[src/rtl/seg_scan_capture.sv]
// seg_scan_capture
// Watches a multiplexed 8-digit, active-low seven-segment display bus and
// reconstructs the hex value being shown. Each digit is captured once its
// anode/segment/dp pattern has been stable for STABLE_CYCLES registered
// samples. A frame pulse is raised once every digit has been captured.

module seg_scan_capture #(
   parameter int unsigned STABLE_CYCLES = 4
) (
   input  logic        clk,
   input  logic        reset,
   input  logic [7:0]  anodes,
   input  logic [6:0]  segments,
   input  logic        dp,
   output logic [31:0] digit_val,
   output logic [7:0]  digit_ok,
   output logic [7:0]  dp_bits,
   output logic [2:0]  cur_idx,
   output logic        frame_done,
   output logic        anode_err
);

   localparam logic [3:0] cntMax = 4'(STABLE_CYCLES);
   localparam logic [3:0] cntPre = 4'(STABLE_CYCLES - 1);

   logic [15:0] incoming;
   logic [15:0] sample;
   logic [3:0]  cnt;
   logic        match;
   logic        fire;

   logic [7:0]  lowBits;
   logic        isBlank;
   logic        isOneHot;
   logic        isValid;
   logic        isIllegal;
   logic [2:0]  idx;

   logic [6:0]  segField;
   logic [3:0]  glyphVal;
   logic        glyphOk;

   logic [7:0]  seen;
   logic [7:0]  seenNext;
   logic        frameHit;

   assign incoming = {anodes, segments, dp};
   assign match    = (incoming == sample);

   // The event is the single edge at which the dwell counter reaches its
   // saturation value; the sample being committed equals the held one.
   assign fire = match && (cnt == cntPre);

   // Sample register and saturating stability counter.
   always_ff @(posedge clk) begin
      if (reset) begin
         sample <= 16'hFFFF;
         cnt    <= 4'd0;
      end else begin
         sample <= incoming;
         if (!match) begin
            cnt <= 4'd0;
         end else if (cnt != cntMax) begin
            cnt <= cnt + 4'd1;
         end
      end
   end

   // Classify the held anode pattern: one low bit selects a digit, no low
   // bits is a blanking interval, anything else is an illegal drive.
   always_comb begin
      lowBits   = ~sample[15:8];
      isBlank   = (lowBits == 8'h00);
      isOneHot  = ((lowBits & (lowBits - 8'd1)) == 8'h00);
      isValid   = !isBlank && isOneHot;
      isIllegal = !isBlank && !isOneHot;
      idx       = 3'd0;
      for (int i = 0; i < 8; i++) begin
         if (lowBits[i]) begin
            idx = 3'(i);
         end
      end
   end

   // Translate the active-low g..a segment pattern into a hex nibble;
   // unrecognised glyphs yield zero and are flagged as not ok.
   always_comb begin
      segField = sample[7:1];
      glyphVal = 4'h0;
      glyphOk  = 1'b1;
      case (segField)
         7'h40:   glyphVal = 4'h0;
         7'h79:   glyphVal = 4'h1;
         7'h24:   glyphVal = 4'h2;
         7'h30:   glyphVal = 4'h3;
         7'h19:   glyphVal = 4'h4;
         7'h12:   glyphVal = 4'h5;
         7'h02:   glyphVal = 4'h6;
         7'h78:   glyphVal = 4'h7;
         7'h00:   glyphVal = 4'h8;
         7'h10:   glyphVal = 4'h9;
         7'h08:   glyphVal = 4'hA;
         7'h03:   glyphVal = 4'hB;
         7'h46:   glyphVal = 4'hC;
         7'h21:   glyphVal = 4'hD;
         7'h06:   glyphVal = 4'hE;
         7'h0E:   glyphVal = 4'hF;
         default: begin
            glyphVal = 4'h0;
            glyphOk  = 1'b0;
         end
      endcase
   end

   // A frame is complete when this capture fills the last missing digit.
   always_comb begin
      seenNext = seen | (8'd1 << idx);
      frameHit = fire && isValid && (seenNext == 8'hFF);
   end

   // Captured digit fields, updated only by a valid event.
   always_ff @(posedge clk) begin
      if (reset) begin
         digit_val <= 32'd0;
         digit_ok  <= 8'd0;
         dp_bits   <= 8'd0;
         cur_idx   <= 3'd0;
      end else if (fire && isValid) begin
         digit_val[4*idx +: 4] <= glyphVal;
         digit_ok[idx]         <= glyphOk;
         dp_bits[idx]          <= ~sample[0];
         cur_idx               <= idx;
      end
   end

   // Digit coverage tracking and the one-cycle frame pulse; coverage restarts
   // on the same edge that raises the pulse.
   always_ff @(posedge clk) begin
      if (reset) begin
         seen       <= 8'd0;
         frame_done <= 1'b0;
      end else begin
         frame_done <= frameHit;
         if (frameHit) begin
            seen <= 8'd0;
         end else if (fire && isValid) begin
            seen <= seenNext;
         end
      end
   end

   // Sticky error flag raised only by an illegal pattern that survived a
   // full dwell.
   always_ff @(posedge clk) begin
      if (reset) begin
         anode_err <= 1'b0;
      end else if (fire && isIllegal) begin
         anode_err <= 1'b1;
      end
   end

endmodule
[config.mk]
export PLATFORM = sky130hd
export DESIGN_NAME = seg_scan_capture
export DESIGN_NICKNAME = d
export VERILOG_FILES = /design/src/rtl/seg_scan_capture.sv
export SDC_FILE = /design/constraint.sdc
export NUM_CORES = 1
export LEC_CHECK = 0
export BUFFER_PORTS_ARGS = -buffer_cell sky130_fd_sc_hd__buf_4
export CORE_MARGIN = 2
export CORE_UTILIZATION = 54
export DETAILED_ROUTE_END_ITERATION = 16
export PLACE_DENSITY = 0.77
export SYNTH_ARGS = -nofsm -noshare
export SYNTH_HDL_FRONTEND = slang
export SYNTH_SLANG_ARGS = --single-unit
export TNS_END_PERCENT = 10
[constraint.sdc]
create_clock -name clk -period 3.5 [get_ports clk]
set_clock_uncertainty 0.1 [all_clocks]
set_input_delay 1.05 -clock clk [delete_from_list [all_inputs] [get_ports clk]]
set_output_delay 1.05 -clock clk [all_outputs]
set_load 0.01 [all_outputs]
==> key figures <==
Detailed routing
  • Post-DRT Antenna Nets: 0
  • Routed vias: roughly 3700
  • Drt first pass iters: 6
  • Metal2 WL: ~4.8 mm
  • Initial DRC count: 260
  • M1 WL: 4.55 mm
  • Metal3 WL: just over 600 um
  • Routed WL: 10.1 mm
  • Max Used Layer: met4
  • Wire per inst: 16.1 um
  • Residual DRC count: 0
  • Vias per inst: 5.91

Critical path
  • Crit-path max cell delay: about 0.55 ns
  • CP Capture Type: flip-flop
  • Reg2reg start: sample[11]
  • Reg2reg setup slack: 0.45 ns
  • Required time of the critical path: about 3.6 ns
  • R2R cell count: 8
  • Arr. time, crit path: between 3 and 4 ns
  • Top delay family on crit path: simple AND/OR/NAND/NOR gates
  • CP Class: reg -> reg
  • Reg2reg end: digit_val[12]
  • CP bufs+invs: 0
  • Cell mode on critical path: ha_1
  • Cell Chain, Critical Path: nand2_1 > a31oi_1 > ha_1 > ha_1 > nor2_1 > o211ai_1 > or4_1 > mux2i_1
  • CP Max Fanout: 8
  • Crit-path slowest cell: or4_1
  • Worst Setup Start Kind: flip-flop

Power
  • Pwr/cell area: 381 nW/um2
  • VDD IR max: 223 uV
  • Lkg Pwr: 2.14 nW
  • Overall power: 0.00193 W

Clock network
  • # H-tree levels: 3
  • CTS tree: built
  • Root buf cell: clkbuf_8
  • Worst skew pair latency: 0.35 ns
  • PostCTS Resize Cnt: 0
  • Worst-path clk slew: approximately 0.090 ns
  • Clock tree buffer depth: 2
  • Post-CTS Setup Bufs: 0
  • TritonCTS sink count: 81
  • Number of hold buffers added after cts: 0
  • Cts bufs inserted: 9

Die
  • Starting density of the core: 0.556
  • Core Rows: 32
  • IO Count: 71
  • Total core area: 7690 um2
  • Die Ht: 92.9 um
  • DIE AREA: 8640 um2
  • Die width: 92.9 um

Synthesis
  • Avg Synthesized Cell Area: 9.24 um2
  • Synth top area share: 0.380
  • Syn nets: just under 500
  • Largest cells by area after synthesis: dfxtp_1 (38%), mux2i_1 (11%), nand2_1 (5.4%)
  • Register area share after synthesis: 0.380
  • Most frequent cell after synthesis: dfxtp_1
  • Synthesized area: 4270 um2
  • Synth warn: 0
  • Synthesized flop and latch total: 81
  • Number of library cell types mapped by synthesis: 75
  • Post-synth EDFFs: 0
  • Top post-synthesis cells by count: dfxtp_1 (81), nand2_1 (61), mux2i_1 (49)
  • Mapped Cells: ~460
  • Area leader, netlist: dfxtp_1
  • Top_reg_cell synth: dfxtp_1
  • Ys async rst share: 0

STA
  • Crit path time final: 3.05 ns
  • TNS Setup: 0 ns
  • Fmax achieved: 328 MHz
  • Period utilization: 0.870
  • RSZ-0062 raised after global routing: no
  • Worst hold margin: between 0.3 and 0.4 ns
  • Slew HR: 0.434
  • Slew @ Worst Pin: 0.844 ns
  • Max Slew Vio Count: 0
  • Final setup violation count: 0
  • Final Hold Vio Count: 0

Place
  • HPWL after DPL: 7.35 mm
  • Placer Congestion: 0.854
  • DP Area: 4830 um2
  • PortBufs: 70

Final layout
  • Finished Cell Area: 5050 um2
  • Area of the multi-input gates: 2400 um2
  • Sequential cell area: 1620 um2
  • Antenna cells: 0
  • Share of cells above drive strength 1: 0.260
  • Net count, final: 548
  • # fillers: approximately 650
  • Synthesis-to-layout area growth: 18.4%

Global routing
  • Largest net degree at the start of global routing: 52
  • GRT overflow: 0
  • Antenna violations before repair: 0
  • Total GRT Usage: 0.247
  • Vias in the first global route: 3513
  • First-pass GRT wire length: 17.1 mm

Worst hold path
  • Hold Crit Class: reg -> reg
  • Cell count of the worst hold path: 2
  • Endpoint, Worst Hold: digit_val[28]
  • Hold_sp: digit_val[28]

Run status
  • Status: finished, final reports clean

Run
  • Max-cap violations: 0
==> flip-flops by register name, indices dropped and copies added (netlist names) <==
register / count
digit_val: 32
sample: 16
digit_ok: 8
dp_bits: 8
seen: 8
cnt: 4
cur_idx: 3
anode_err: 1
frame_done: 1
==> kinds of logic (layout without fill, tap and decap cells) <==
kind of cell	after synthesis	in the layout	share of synthesized area
compound gates	74	74	0.133
simple gates	182	182	0.246
fa+ha+maj	9	9	0.0264
xor+xnor	18	18	0.0369
buf+inv	47	111	0.0580
flops	81	81	0.380
mux	51	51	0.120
==> through the flow <==
stage	worst slack, ns	util	cells
floorplan	0.530	-	462
global placement	0.307	0.628	612
detailed placement	0.292	0.628	612
CTS	0.509	0.658	628
global route	0.278	0.658	628
finish	0.455	0.658	628
==> power breakdown <==
part | internal (W) | leakage (nW) | switching (W)
clock network | 0.000408 | 0.106 | 0.000357
logic | 0.0000842 | 1.38 | 0.000122
registers | 0.000930 | 0.657 | 0.0000243
total | 0.00142 | 2.14 | 0.000504
==> layer usage <==
metal / global-route usage / vias to the layer above
met5: 0 / -
met4: 0.0760 / 0
met3: 0.0472 / 15
met2: 0.396 / 145
met1: 0.336 / 1766
li1: - / 1788
==> placed cells by master, fill, tap and decap left out, drive strengths merged, types with 3 or more instances in the layout <==
cell type  count
inv           12
a41oi          3
nand2         61
and3           5
nor3b          5
dfxtp         81
o41ai          3
buf           84
nand3b         3
nor2          17
ha             9
o21ai         12
nor4          11
a31oi          8
a211oi         5
a21oi         13
xor2          16
or3            8
nand3          8
mux2i         49
clkbuf         9
nand4          9
o211a          3
o2111ai        3
or4            4
or2           18
nor3           8
o211ai         4
nand2b         8
==> area by class of cell <==
type / count / share of cell area
repair buffers: 84 / 0.125
well taps: 102 / 0.0252
multi-input cells: 334 / 0.475
clock inverters: 7 / 0.0200
inverters: 11 / 0.00965
clock buffers: 9 / 0.0245
flip-flops and latches: 81 / 0.321
==> worst max path at each step <==
stage	from	to	slack (ns)	depth (start not counted)
4_1_cts	sample[11]	digit_val[13]	0.51	8
3_3_place_gp	anodes[5]	digit_val[12]	0.31	7
2_1_floorplan	sample[9]	digit_val[9]	0.53	10
5_1_grt	sample[11]	digit_val[4]	0.28	8
6_report	sample[11]	digit_val[12]	0.45	8
3_5_place_dp	anodes[5]	digit_val[12]	0.29	7
==> worst min-delay path, cell delays in order, from the launching register on <==
cell and delay (ns):
dfxtp_1 0.32, nand2_1 0.05, mux2i_1 0.05
Power figures use the tool's default switching activity.
